File: config.mk
export PLATFORM = sky130hd
export DESIGN_NAME = pb_multi_timer
export DESIGN_NICKNAME = d
export VERILOG_FILES = /design/src/rtl/pb_timer_pkg.sv /design/src/rtl/pb_timer_channel.sv /design/src/rtl/pb_multi_timer.sv
export SDC_FILE = /design/constraint.sdc
export NUM_CORES = 1
export LEC_CHECK = 0
export BUFFER_PORTS_ARGS = -buffer_cell sky130_fd_sc_hd__buf_2
export CELL_PAD_IN_SITES_DETAIL_PLACEMENT = 1
export CELL_PAD_IN_SITES_GLOBAL_PLACEMENT = 2
export CORE_UTILIZATION = 40
export CTS_CLUSTER_SIZE = 10
export DETAILED_ROUTE_END_ITERATION = 6
export PLACE_DENSITY = 0.86
export SLEW_MARGIN = 40
export SYNTH_ARGS = -nofsm -noshare
export SYNTH_HDL_FRONTEND = slang
export SYNTH_SLANG_ARGS = --single-unit
export TNS_END_PERCENT = 50
File: constraint.sdc
create_clock -name clk -period 5.3 [get_ports clk]
set_clock_uncertainty 0.1 [all_clocks]
set_input_delay 1.06 -clock clk [delete_from_list [all_inputs] [get_ports clk]]
set_output_delay 1.06 -clock clk [all_outputs]
set_load 0.01 [all_outputs]
File: src/rtl/pb_timer_pkg.sv
// Shared register map, bit positions and helpers for the pb_multi_timer block.
package pb_timer_pkg;

   // Each channel occupies a 16-port window.
   localparam int WINDOW_SIZE = 16;

   // Register offsets inside a channel window.
   localparam logic [3:0] OFF_RELOAD = 4'd0;   // 0..3, little-endian
   localparam logic [3:0] OFF_COUNT  = 4'd4;   // 4..7, 4 captures the snapshot
   localparam logic [3:0] OFF_CTRL   = 4'd8;
   localparam logic [3:0] OFF_STATUS = 4'd9;

   // CTRL bit positions.
   localparam int CTRL_ENABLE   = 0;
   localparam int CTRL_PERIODIC = 1;
   localparam int CTRL_IRQ_EN   = 2;

   // STATUS bit positions.
   localparam int STATUS_EXPIRED = 0;

   // Pick one byte out of a zero-extended 32-bit value.
   function automatic logic [7:0] byte_of(input logic [31:0] value, input logic [1:0] idx);
      case (idx)
         2'd0:    byte_of = value[7:0];
         2'd1:    byte_of = value[15:8];
         2'd2:    byte_of = value[23:16];
         2'd3:    byte_of = value[31:24];
         default: byte_of = 8'h00;
      endcase
   endfunction

endpackage

File: src/rtl/pb_timer_channel.sv
// One down-counting timer channel: RELOAD, live count, coherent COUNT
// snapshot, CTRL and the sticky expiry flag.
module pb_timer_channel
   import pb_timer_pkg::*;
#(
   parameter int WIDTH = 16
) (
   input  logic       clk,
   input  logic       reset,
   input  logic       i_sel,
   input  logic [3:0] i_offset,
   input  logic [7:0] i_data,
   input  logic       i_write,
   input  logic       i_read,
   input  logic       i_tick,
   output logic [7:0] o_rdata,
   output logic       o_irq
);

   localparam int               NBYTES  = WIDTH / 8;
   localparam logic [WIDTH-1:0] CNT_ONE = WIDTH'(1);

   logic [WIDTH-1:0] r_reload;
   logic [WIDTH-1:0] r_count;
   logic [WIDTH-1:0] r_snap;
   logic             r_enable;
   logic             r_periodic;
   logic             r_irq_en;
   logic             r_expired;

   logic             w_wr;
   logic             w_rd;
   logic             w_ctrl_wr;
   logic             w_status_wr;
   logic             w_snap_rd;
   logic [WIDTH-1:0] w_count_nxt;
   logic             w_enable_nxt;
   logic             w_expire;
   logic [31:0]      w_reload32;
   logic [31:0]      w_count32;
   logic [31:0]      w_snap32;
   logic [7:0]       w_rdata;

   assign w_wr        = i_sel & i_write;
   assign w_rd        = i_sel & i_read;
   assign w_ctrl_wr   = w_wr && (i_offset == OFF_CTRL);
   assign w_status_wr = w_wr && (i_offset == OFF_STATUS);
   assign w_snap_rd   = w_rd && (i_offset == OFF_COUNT);

   // Next count/enable: a CTRL write beats the tick, so a disabling write
   // on a tick-at-zero suppresses the expiry.
   always_comb begin
      w_count_nxt  = r_count;
      w_enable_nxt = r_enable;
      w_expire     = 1'b0;
      if (w_ctrl_wr && i_data[CTRL_ENABLE] && !r_enable) begin
         w_enable_nxt = 1'b1;
         w_count_nxt  = r_reload;
      end else if (w_ctrl_wr && !i_data[CTRL_ENABLE]) begin
         w_enable_nxt = 1'b0;
      end else if (i_tick && r_enable) begin
         if (r_count != '0) begin
            w_count_nxt = r_count - CNT_ONE;
         end else begin
            w_expire = 1'b1;
            if (r_periodic) begin
               w_count_nxt = r_reload;
            end else begin
               w_enable_nxt = 1'b0;
            end
         end
      end else begin
         w_count_nxt = r_count;
      end
   end

   // Channel register state; expiry set takes priority over a W1C clear.
   always_ff @(posedge clk) begin
      if (reset) begin
         r_reload   <= '0;
         r_count    <= '0;
         r_snap     <= '0;
         r_enable   <= 1'b0;
         r_periodic <= 1'b0;
         r_irq_en   <= 1'b0;
         r_expired  <= 1'b0;
      end else begin
         r_count  <= w_count_nxt;
         r_enable <= w_enable_nxt;
         if (w_ctrl_wr) begin
            r_periodic <= i_data[CTRL_PERIODIC];
            r_irq_en   <= i_data[CTRL_IRQ_EN];
         end
         if (w_expire) begin
            r_expired <= 1'b1;
         end else if (w_status_wr && i_data[STATUS_EXPIRED]) begin
            r_expired <= 1'b0;
         end
         if (w_snap_rd) begin
            r_snap <= r_count;
         end
         for (int b = 0; b < NBYTES; b++) begin
            if (w_wr && (i_offset == (OFF_RELOAD + 4'(b)))) begin
               r_reload[b*8 +: 8] <= i_data;
            end
         end
      end
   end

   // Zero-extend to 32 bits so bytes above WIDTH read back as 0.
   always_comb begin
      w_reload32            = 32'h0000_0000;
      w_count32             = 32'h0000_0000;
      w_snap32              = 32'h0000_0000;
      w_reload32[WIDTH-1:0] = r_reload;
      w_count32[WIDTH-1:0]  = r_count;
      w_snap32[WIDTH-1:0]   = r_snap;
   end

   // Read mux for this channel; zero when not selected.
   always_comb begin
      w_rdata = 8'h00;
      if (i_sel) begin
         case (i_offset)
            4'd0, 4'd1, 4'd2, 4'd3: w_rdata = byte_of(w_reload32, i_offset[1:0]);
            4'd4:                   w_rdata = byte_of(w_count32, 2'd0);
            4'd5, 4'd6, 4'd7:       w_rdata = byte_of(w_snap32, i_offset[1:0]);
            4'd8: begin
               w_rdata[CTRL_ENABLE]   = r_enable;
               w_rdata[CTRL_PERIODIC] = r_periodic;
               w_rdata[CTRL_IRQ_EN]   = r_irq_en;
            end
            4'd9:                   w_rdata[STATUS_EXPIRED] = r_expired;
            default:                w_rdata = 8'h00;
         endcase
      end else begin
         w_rdata = 8'h00;
      end
   end

   assign o_rdata = w_rdata;
   assign o_irq   = r_expired & r_irq_en;

endmodule

File: src/rtl/pb_multi_timer.sv
// Multi-channel Picoblaze timer: shared prescaler, window decode,
// registered read-data OR-mux and interrupt OR over the channels.
module pb_multi_timer
   import pb_timer_pkg::*;
#(
   parameter logic [7:0] BASE_ADDRESS = 8'h20,
   parameter int         N_CHANNELS   = 2,
   parameter int         WIDTH        = 16,
   parameter int         PRESCALE     = 100
) (
   input  logic       clk,
   input  logic       reset,
   input  logic [7:0] port_id,
   input  logic [7:0] data_in,
   input  logic       read_strobe,
   input  logic       write_strobe,
   output logic [7:0] data_out,
   output logic       interrupt
);

   localparam int              PW         = (PRESCALE > 1) ? $clog2(PRESCALE) : 1;
   localparam logic [PW-1:0]   PRESC_LAST = PW'(PRESCALE - 1);
   localparam logic [8:0]      WIN_SPAN   = 9'(WINDOW_SIZE * N_CHANNELS);

   logic [PW-1:0]         r_presc;
   logic [7:0]            r_data_out;
   logic                  w_tick;
   logic [7:0]            w_rel;
   logic                  w_hit;
   logic [1:0]            w_chan;
   logic [3:0]            w_offset;
   logic [N_CHANNELS-1:0] w_sel;
   logic [7:0]            w_ch_rdata [N_CHANNELS];
   logic [N_CHANNELS-1:0] w_ch_irq;
   logic [7:0]            w_rd_or;
   logic                  w_irq_or;

   // With PRESCALE=1 the counter sits at 0 and tick stays high.
   assign w_tick = (r_presc == PRESC_LAST);

   // Free-running prescaler shared by all channels.
   always_ff @(posedge clk) begin
      if (reset) begin
         r_presc <= '0;
      end else if (w_tick) begin
         r_presc <= '0;
      end else begin
         r_presc <= r_presc + PW'(1);
      end
   end

   // Offset-based decode tolerates a base that is not window-aligned.
   assign w_rel    = port_id - BASE_ADDRESS;
   assign w_hit    = ({1'b0, w_rel} < WIN_SPAN);
   assign w_chan   = w_rel[5:4];
   assign w_offset = w_rel[3:0];

   for (genvar c = 0; c < N_CHANNELS; c++) begin : g_ch
      assign w_sel[c] = w_hit && (w_chan == 2'(c));

      pb_timer_channel #(
         .WIDTH (WIDTH)
      ) u_ch (
         .clk      (clk),
         .reset    (reset),
         .i_sel    (w_sel[c]),
         .i_offset (w_offset),
         .i_data   (data_in),
         .i_write  (write_strobe),
         .i_read   (read_strobe),
         .i_tick   (w_tick),
         .o_rdata  (w_ch_rdata[c]),
         .o_irq    (w_ch_irq[c])
      );
   end

   // OR the per-channel read data and interrupt requests.
   always_comb begin
      w_rd_or  = 8'h00;
      w_irq_or = 1'b0;
      for (int c = 0; c < N_CHANNELS; c++) begin
         w_rd_or  = w_rd_or | w_ch_rdata[c];
         w_irq_or = w_irq_or | w_ch_irq[c];
      end
   end

   // Register read data so it follows port_id by one cycle.
   always_ff @(posedge clk) begin
      if (reset) begin
         r_data_out <= 8'h00;
      end else begin
         r_data_out <= w_rd_or;
      end
   end

   assign data_out  = r_data_out;
   assign interrupt = w_irq_or;

endmodule

* Word-level counts from Yosys, hierarchy flattened
Index checks and enable logic that the tools add are counted.
** Word-level totals
- Register bits :: 119
- Latch bits :: 0
- Memory bits (writable) :: 0
- Bits in read-only memories :: 0
- Output and inout bits :: 9
- Memories :: 0
** Operators by class
- Add/sub/neg operators :: 4
- Multipliers :: 0
- Div/mod/pow operators :: 0
- $lt $le $gt $ge :: 1
- Equal/unequal tests :: 20
- Shifts and indexed selects :: 0
- Mux-type cells :: 44
- Bitwise logic cells :: 8
- Reduce and logical (&&, ||, !) cells :: 46
** Operator list (count)
- 2-to-1 mux 16 bit :: 10
- case mux 8 bit (3 select lines) :: 4
- nonzero test 16 bit :: 2
- subtractor 16 x 1 -> 16 bit (second input constant) :: 2
- case mux 5 bit (3 select lines) :: 2
- logical AND 1 bit :: 22
- 2-to-1 mux 1 bit :: 22
- equality test 4 x 3 -> 1 bit (second input constant) :: 4
- 2-to-1 mux 8 bit :: 2
- case mux 2 bit (4 select lines) :: 2
- AND reduction 3 bit :: 4
- nonzero test 3 bit :: 4
- case mux 1 bit (5 select lines) :: 2
- equality test 4 x 2 -> 1 bit (second input constant) :: 2
- equality test 4 bit (second input constant) :: 2
- < comparator 8 x 6 -> 1 bit (second input constant) :: 1
- bitwise OR 8 bit :: 1
- nonzero test 2 bit :: 4
- subtractor 8 x 6 -> 8 bit (second input constant) :: 1
- adder 7 x 1 -> 7 bit (second input constant) :: 1
- equality test 7 bit (second input constant) :: 1
- bitwise AND 1 bit :: 6
- inequality test 3 x 1 -> 1 bit (second input constant) :: 2
- inequality test 3 bit (second input constant) :: 2
- other kinds (11) :: 18

* Depth between registers and ports, before layout
Gate-level depths: netlist of the first run.
- Depth in word-level cells :: 9
- Gate-level depth with buffers :: 9
- Mapped depth without buffers :: 7

* Modules after synthesis
Synthesis of the first run repeated with hierarchy kept, for this count alone.
** Unflattened totals
- Cells, all modules :: 711
- Area total of the unflattened synthesis :: 5875.6 um^2
** By module, submodules not included
- pb_timer_channel :: instances 2, cells each 323, area each 2653.8 um^2
- pb_multi_timer :: instances 1, cells each 65, area each 568.0 um^2

* Least setup slack after synthesis of the first run
No wires, ideal clock.
- Kind :: input to register
- Start point :: input port port_id[0]
- End point :: register g_ch[1].u_ch.r_count[11]
- Library setup time :: 0.092 ns
- Data arrival time :: 3.010 ns
- Data required time :: 5.108 ns
- Setup slack :: 2.098 ns
- Stages :: 7
- Path buffers :: 2
- Path through :: buf_4 or4b_4 nor3_4 mux2i_1 nand2_1 buf_4 o32ai_1
** On the way
- Cells in the longest elaborated chain, start to end :: 9
** Ends and longest elaborated chain
- from (decl) :: RTL line pb_multi_timer.sv:13 : input logic [7:0] port_id,
- subtractor 8 x 6 -> 8 bit * :: RTL line pb_multi_timer.sv:53 : assign w_rel = port_id - BASE_ADDRESS;
- < comparator 8 x 6 -> 1 bit or equality test 2 x 1 -> 1 bit (tied branches) :: RTL line pb_multi_timer.sv:54, pb_multi_timer.sv:59
- logical AND 1 bit :: RTL line pb_multi_timer.sv:59 : assign w_sel[c] = w_hit && (w_chan == 2'(c));
- bitwise AND 1 bit :: RTL line pb_timer_channel.sv:44 : assign w_wr = i_sel & i_write;
- logical AND 1 bit * :: RTL line pb_timer_channel.sv:46 : assign w_ctrl_wr = w_wr && (i_offset == OFF_CTRL);
- logical AND 1 bit (2 in series) :: RTL line pb_timer_channel.sv:56 : if (w_ctrl_wr && i_data[CTRL_ENABLE] && !r_enable) begin
- inequality test 2 x 1 -> 1 bit (no source line) (tied with other cells)
- AND reduction 3 bit (no source line)
- to (signal assigned) :: RTL line pb_timer_channel.sv:88 : r_count <= w_count_nxt;
- to (decl) :: RTL line pb_timer_channel.sv:24 : logic [WIDTH-1:0] r_count;
Every way passes the cells marked *; elsewhere a longest branch is shown, timed or not.
A chain may end at the register's enable or synchronous reset.

* Worst setup path after layout of the first run
- Start point :: input port port_id[3]
- End point :: register g_ch[1].u_ch.r_count[7]
Same word-level chain as after synthesis.

==> impl_metrics.ini, run 1 <==
[outcome]
status = finished clean

[clock_network]
cts.sinks = 103
cts_tree = done
cts_htree_levels = 3
clk_pin_slew_ns = 0.07
clk_latency_ns = 0.36
ctsResizeCount = 0
post_cts_buffers = 0
cts_buffers = 9
clockBufferDepth = 2
cts_root_buf = clkbuf_16
hold_buffers = 0

[sta]
slew_viol_final = 0
period_share_pct = 67.6
worst_pin_slew_ns = 0.833
clock.fmax_mhz = 279
finalSetupViolations = 0
fin_setup_tns_ns = 0
rsz0062_at_grt = no
slew_headroom_pct = 44.1
hold_violations = 0
period_minus_slack_ns = 3.58

[drt]
drc = 0
dr.pass1.iters = 6
routed_wl_um = 18500
ant_nets = 0
vias = 5255
drt_iter0_markers = 419
avgRoutedWirePerCell_um = 22.2
viasPerCell = 6.30

[final_layout]
fin_nets = 675
final_util_pct = 45.3
fill_cells = 1650
design_area_sq_um = 6340
fin_cells = 834
drive_above_1_share_pct = 14.1
area_growth_pct = 10.1
diodes = 0

[global_route]
antenna_found_initial = 0
grt_pass1_vias = 5339
grt.met3_usage_pct = 5.24
grt.busiest_layer = met2
grt_pass1_wl_um = 29900
grt_use_met1_pct = 33.6
grt_max_degree = 87
grtUsageMet2_pct = 43.8
grt-ovfl-total = 0
grt_usage_pct = 26.1

[placed_design]
port_buffers = 28
routabilityCongestion = 0.884
dp_cells = 817
placed_area_sq_um = 5950
dp_hpwl_um = 13200

[worst_hold_path]
hp-class = reg2reg

[floorplan]
core_sq_um = 14000
io_pins = 29
start_util_pct = 41.2
die_w_um = 122
rows = 43
die-area_sq_um = 14900
die-height_um = 122

[pwr]
leakagePower_nw = 2.38
power.density_nw_per_um2 = 265
vdd_drop_max_v = 0.000154

[logic_synthesis]
yosys_warnings = 0
synth-seq-area-share_pct = 35.8
synth_cell_types = 74
synth.area.top_cells = dfxtp_1, mux2i_1, nor2_1
syn_inst = 656
yosysTopAreaCellShare_pct = 35.8
avgSynthCellArea_sq_um = 8.78
synth-async-reset-ratio_pct = 0
syn-num-nets = 682
yosys.area.top_type = dfxtp_1
synth.ff_latch_count = 103
syn_area_sq_um = 5760
yosysMostFrequentCell = dfxtp_1
synth-edff-count = 0
synth_common_cells = dfxtp_1, nor2_1, mux2i_1
synthFlopType = dfxtp_1

[setup_path]
critPathKind = in2reg
startpoint_type = input port
crit_path_end_kind = flip-flop
required_ns = 5.46
cp.arrival_ns = 3.74
crit_fanout = 18

[job]
maxCapViolCount = 0
## power breakdown
part | internal (W) | switching (W)
clock | 0.000523 | 0.000301
sequential | 0.000776 | 0.00000209
combinational | 0.0000201 | 0.0000559
total | 0.00132 | 0.000359
## sequential cells by signal, summed over array words and instances (netlist names), 7 cells and up
name	cells
g_ch.u_ch.r_count	32
g_ch.u_ch.r_snap	16
g_ch.u_ch.r_reload	32
r_presc	7
data_out	8
## metal layers
metal  routed length [um]  share of wire (%)
met5                    0                  0
met2                 9120                 49
met1                 8380                 45
met3                  768                4.1
met4                  284                1.5
## cells by family after synthesis
family / count (synthesis) / synth area share, %
AO/OA/AOI/OAI: 146 / 20.4
buffers and inverters: 70 / 5.54
XOR/XNOR: 7 / 1.06
flip-flops: 103 / 35.8
multiplexers: 65 / 11.4
adder cells (fa/ha/maj): 6 / 1.30
AND/OR/NAND/NOR: 259 / 24.5
## critical path, cell delays in order
cell	delay [ns]
buf_2	0.31
or4b_4	0.57
nor3_4	0.28
mux2i_1	0.56
nand2_1	0.53
o32ai_1	0.42
## stage by stage
step / hold WS [ns] / power, W / setup slack (ns)
6_report: 0.351 / 0.00168 / 1.72
5_1_grt: 0.389 / 0.00174 / 1.63
4_1_cts: 0.359 / 0.00170 / 1.75
3_5_place_dp: 0.344 / 0.000871 / 1.38
3_3_place_gp: 0.330 / 0.000867 / 1.44
2_1_floorplan: 0.318 / 0.000843 / 2.10
## layout by cell type (no fill, tap or decap), types with 6 or more instances in the layout
master     instances
a211o_1            6
and4_1             6
o211a_1            9
nor4_1            12
o32ai_1           14
a211oi_2           7
buf_4              6
clkbuf_16          9
inv_1             16
nor2_1            93
a21oi_1           31
buf_2             28
nand2_1           52
nand3_1            9
a31oi_1            6
ha_1               6
o21ai_0           12
dfxtp_1          103
nor3_1            16
a222oi_1          15
nand4_1           17
mux2i_1           62
## path summary, 6_finish.rpt
path	start	to	slack [ns]	cells after the start
min	r_presc[0]$_SDFF_PP0_	r_presc[0]$_SDFF_PP0_	0.35	1
min reg2reg	r_presc[0]$_SDFF_PP0_	r_presc[0]$_SDFF_PP0_	0.35	1
max	port_id[3]	g_ch[1].u_ch.r_count[7]$_SDFFE_PP0P_	1.72	6
max reg2reg	g_ch[0].u_ch.r_count[5]$_SDFFE_PP0P_	g_ch[0].u_ch.r_count[10]$_SDFFE_PP0P_	2.20	5
## final cells by class
type,count,area (sq um),share of cell area [%]
multi-input cells,483,3420,54.0
clock buffers,11,243,3.83
inverters,17,63.8,1.01
flip-flops and latches,103,2060,32.5
repair buffers,35,196,3.10
well taps,180,225,3.55
clock inverters,5,129,2.03
(Power assumes the default switching activity.)
==> run 2, diff against run 1 <==
CORE_UTILIZATION = 38   (was 40)
PLACE_DENSITY = 0.82   (was 0.86)
clock period = 3.7 ns   (was 5.3 ns; I/O delays follow)
==> run 2 against run 1 <==
Effect of this change: critical path depth stayed put; largest cell class unchanged; highest routed layer unchanged; die area is 5.2% higher; critical path type unchanged; setup slack worse by 0.89 ns; clock-buffer cell count is 1 lower; combinational power is 49% higher; via count is 0.27% higher; sequential share of layout area hardly changed; cell count is 1.9% higher; worst hold slack worse by 0.0024 ns; first-iteration DRC count is 3.8% higher; core utilization is 2.0 points lower; largest power group is now registers; non-clock buffer count is 13 higher.
==> impl_metrics.ini, run 2 (same netlist as run 1, synthesis figures left out) <==
[outcome]
status = finished clean

[clock_network]
clockBufferDepth = 2
hold_buffers = 0
clk_latency_ns = 0.36
cts_tree = done
cts_root_buf = clkbuf_16
cts.sinks = 103
post_cts_buffers = 0
cts_htree_levels = 3
ctsResizeCount = 0
cts_buffers = 9
clk_pin_slew_ns = 0.07

[floorplan]
die_w_um = 125
start_util_pct = 39.3
core_sq_um = 14600
io_pins = 29
rows = 44
die-height_um = 125
die-area_sq_um = 15700

[drt]
avgRoutedWirePerCell_um = 21.9
drc = 0
routed_wl_um = 18600
ant_nets = 0
drt_iter0_markers = 435
viasPerCell = 6.20
vias = 5269
dr.pass1.iters = 6

[final_layout]
fin_cells = 850
area_growth_pct = 10.1
drive_above_1_share_pct = 15.2
top_regs = g_ch.u_ch.r_count: 32 flops, g_ch.u_ch.r_reload: 32 flops, g_ch.u_ch.r_snap: 16 flops
layout_commonest_cell = dfxtp_1
final_cell_mix = dfxtp_1, nor2_1, mux2i_1, nand2_1, a21oi_1
diodes = 0
fin_nets = 688

[placed_design]
dp_cells = 835
port_buffers = 28
routabilityCongestion = 0.898
dp_hpwl_um = 13500

[pwr]
finalPower_w = 0.00220
vdd_drop_max_v = 0.000236
power.density_nw_per_um2 = 347
leakagePower_nw = 2.39

[sta]
slew_headroom_pct = 42.5
fin_setup_tns_ns = 0
period_minus_slack_ns = 2.87
slew_viol_final = 0
finalSetupViolations = 0
clock.fmax_mhz = 349
worst_pin_slew_ns = 0.855
period_share_pct = 77.5
hold_violations = 0
rsz0062_at_grt = no
whs_ns = 0.348

[setup_path]
critPathKind = in2reg
crit_path_end_kind = flip-flop
required_ns = 3.85
reg2reg_depth = 6
cp.arrival_ns = 3.02
startpoint_type = input port
crit_fanout = 18

[worst_hold_path]
hp-class = reg2reg
hold_path_depth = 1

[global_route]
grt_pass1_wl_um = 30200
grt_usage_pct = 24.6
grt_max_degree = 86
grt-ovfl-total = 0
antenna_found_initial = 0
grt_pass1_vias = 5378

[job]
maxCapViolCount = 0
run 2: cell types whose count changed in the layout (fill, tap and decap cells not counted), sizes merged:
cell,before,now
buf,35,48
inv,17,18
bufinv,4,1
clkbuf,11,10
clkinv,1,3
run 2: path summary, 6_finish.rpt:
| path | start | endpoint | slack [ns] |
|---|---|---|---|
| setup / recovery | port_id[3] | g_ch[1].u_ch.r_count[8]$_SDFFE_PP0P_ | 0.83 |
| hold / removal | r_presc[0]$_SDFF_PP0_ | r_presc[0]$_SDFF_PP0_ | 0.35 |
| setup reg to reg | r_presc[0]$_SDFF_PP0_ | g_ch[1].u_ch.r_count[8]$_SDFFE_PP0P_ | 0.93 |
| hold reg to reg | r_presc[0]$_SDFF_PP0_ | r_presc[0]$_SDFF_PP0_ | 0.35 |
run 2: final cells by class:
cell class	count	area [sq um]
Clock inverter	5	57.6
Sequential cell	103	2060
Timing Repair Buffer	48	294
Inverter	17	63.8
Fill cell	1717	8300
Clock buffer	10	239
Multi-Input combinational cell	483	3400
Tap cell	184	230
run 2: through the flow:
step / area (sq um) / setup slack, ns / util (%)
after floorplan: 5760 / 0.818 / -
after global placement: 6040 / 0.578 / 41.2
after detailed placement: 6040 / 0.467 / 41.3
after CTS: 6340 / 0.832 / 43.3
after global routing: 6340 / 0.690 / 43.3
final: 6340 / 0.832 / 43.3
run 2: where the power goes:
group | switching (W) | leakage, nW | internal [W]
Clock | 0.000433 | 0.149 | 0.000541
Sequential | 0.00000291 | 0.830 | 0.00111
Combinational | 0.0000816 | 1.41 | 0.0000310
Total | 0.000517 | 2.39 | 0.00168
run 2: critical path, cell delays in order:
cell     delay, ns
buf_2         0.31
or4b_4        0.56
nor3_4        0.28
mux2i_1       0.28
nand2_1       0.41
o32ai_1       0.43
run 2: metal layers:
metal | vias to the layer above | GRT usage (%) | wire length, um
li1 | 2469 | - | -
met1 | 2661 | 31.5 | 8360
met2 | 122 | 42.8 | 9440
met3 | 17 | 4.49 | 677
met4 | 0 | 5.38 | 165
met5 | - | 0 | 0
==> run 3, diff against run 2 <==
ABC_AREA = 1   (was unset)
CORE_UTILIZATION = 34   (was 38)
PLACE_DENSITY = 0.83   (was 0.82)
clock period = 2.7 ns   (was 3.7 ns; I/O delays follow)
==> run 3 against run 2 <==
Effect of this change: via count is 9.9% higher; global-route usage shrank 1.1 points; sequential share of layout area decreased by 0.53 points; wire length grew 6.5%; clock power is 36% higher; critical endpoint is now g_ch[0].u_ch.r_count[10]$_SDFFE_PP0P_; largest cell class unchanged.
==> impl_metrics.ini, run 3 <==
[outcome]
status = finished clean

[pwr]
power.density_nw_per_um2 = 467
vdd_drop_max_v = 0.000331
finalPower_w = 0.00301
leakagePower_nw = 2.96

[floorplan]
rows = 47
die_w_um = 132
die-height_um = 132
start_util_pct = 34.7
io_pins = 29
core_sq_um = 16500
die-area_sq_um = 17400

[sta]
rsz0062_at_grt = no
hold_violations = 0
clock.fmax_mhz = 462
whs_ns = 0.370
period_minus_slack_ns = 2.16
slew_headroom_pct = 58.3
slew_viol_final = 0
worst_pin_slew_ns = 0.626
period_share_pct = 80.2
finalSetupViolations = 0
fin_setup_tns_ns = 0

[logic_synthesis]
yosysTopAreaCellShare_pct = 35.9
synth_cell_types = 35
syn_inst = 889
synth.ff_latch_count = 103
yosys_warnings = 0
synth-edff-count = 0
synth-async-reset-ratio_pct = 0
syn-num-nets = 915
synth_common_cells = nand2_1, dfxtp_1, inv_1
syn_area_sq_um = 5740
yosysMostFrequentCell = nand2_1
synth.area.top_cells = dfxtp_1, nand2_1, a21oi_1
avgSynthCellArea_sq_um = 6.45
yosys.area.top_type = dfxtp_1
synthFlopType = dfxtp_1
synth-seq-area-share_pct = 35.9

[final_layout]
top_regs = g_ch.u_ch.r_count: 32 flops, g_ch.u_ch.r_reload: 32 flops, g_ch.u_ch.r_snap: 16 flops
layout_commonest_cell = nand2_1
diodes = 0
final_cell_mix = nand2_1, dfxtp_1, inv_1, nor2_1
seq_area_sq_um = 2060
fill_cells = 2198
multi_input_comb_area_sq_um = 3080
drive_above_1_share_pct = 9.77
design_area_sq_um = 6450
area_growth_pct = 12.4
fin_nets = 942

[clock_network]
cts_htree_levels = 3
clk_latency_ns = 0.36
post_cts_buffers = 0
cts.sinks = 103
cts_tree = done
ctsResizeCount = 0
clockBufferDepth = 2
cts_buffers = 9
cts_root_buf = clkbuf_16
clk_pin_slew_ns = 0.08
hold_buffers = 0

[placed_design]
placed_area_sq_um = 6160
routabilityCongestion = 0.845
port_buffers = 28
dp_hpwl_um = 15200

[global_route]
antenna_found_initial = 0
grt_pass1_vias = 5762
grt-ovfl-total = 0
grt_pass1_wl_um = 31700
grt_max_degree = 63
grt_usage_pct = 23.4

[setup_path]
crit_path_end_kind = flip-flop
crit_fanout = 6
critPathKind = reg2reg
cp.arrival_ns = 2.32
required_ns = 2.85
startpoint_type = flip-flop

[drt]
drc = 0
viasPerCell = 5.07
vias = 5788
dr.pass1.iters = 4
ant_nets = 0
drt_iter0_markers = 304
avgRoutedWirePerCell_um = 17.4
routed_wl_um = 19900

[job]
maxCapViolCount = 0

[worst_hold_path]
hp-class = reg2reg
## run 3: cell count changes in the layout (fill, tap and decap cells not counted), sizes merged, moves of 54 or more
cell,change
o21ai,+62
a21oi,+54
mux2i,-62
nand2,+166
nand3,+81
inv,+89
## run 3: layout make-up
cell class / instances / share of cell area [%]
flip-flops and latches: 103 / 32.0
clock inverters: 7 / 1.03
inverters: 107 / 6.23
multi-input cells: 641 / 47.8
clock buffers: 9 / 3.49
well taps: 220 / 4.27
repair buffers: 54 / 5.20
## run 3: critical path, cell delays in order, from the launching register on
cell,delay [ns]
dfxtp_1,0.38
nor2_1,0.29
nand2_1,0.24
nor2_1,0.35
nand3_1,0.12
nand3_1,0.13
o21ai_0,0.10
nand2_1,0.07
nand2_1,0.08
nor2_1,0.13
nor2_1,0.06
## run 3: final timing paths
check,slack [ns],cells after the start,endpoint,from
min reg2reg,0.37,2,g_ch[0].u_ch.r_snap[8]$_SDFFE_PP0P_,g_ch[0].u_ch.r_snap[8]$_SDFFE_PP0P_
max reg2reg,0.54,10,g_ch[0].u_ch.r_count[10]$_SDFFE_PP0P_,g_ch[0].u_ch.r_count[3]$_SDFFE_PP0P_
min,0.37,2,g_ch[0].u_ch.r_snap[8]$_SDFFE_PP0P_,g_ch[0].u_ch.r_snap[8]$_SDFFE_PP0P_
max,0.54,10,g_ch[0].u_ch.r_count[10]$_SDFFE_PP0P_,g_ch[0].u_ch.r_count[3]$_SDFFE_PP0P_
## run 3: cells by family after synthesis
group                    count (synthesis)  share of synthesized area, %
flip-flops                             103                          35.9
AO/OA/AOI/OAI                          186                          17.2
buffers and inverters                  145                          10.4
XOR/XNOR                                17                          2.59
adder cells (fa/ha/maj)                  6                          1.31
AND/OR/NAND/NOR                        432                          32.6
## run 3: metal layers
metal | part of all wire [%] | routed length [um] | GRT usage (%) | vias up
met1 | 48 | 9570 | 30.6 | 2752
met3 | 2.3 | 450 | 3.46 | 23
li1 | - | - | - | 2948
met5 | 0 | 0 | 0 | -
met4 | 2.3 | 458 | 7.43 | 0
met2 | 47 | 9380 | 39.7 | 65
## run 3: power by group
group	internal, W	total, W	switching [W]
clock network	0.000648	0.00132	0.000675
registers	0.00152	0.00153	0.00000532
logic	0.0000437	0.000158	0.000115
## run 3: per-stage QoR
stage / std cells / setup slack [ns] / util, %
after floorplan: 889 / 0.548 / -
after global placement: 1125 / 0.193 / 37.3
after detailed placement: 1125 / 0.168 / 37.3
after CTS: 1141 / 0.534 / 39.0
after global routing: 1141 / 0.318 / 39.0
final: 1141 / 0.535 / 39.0
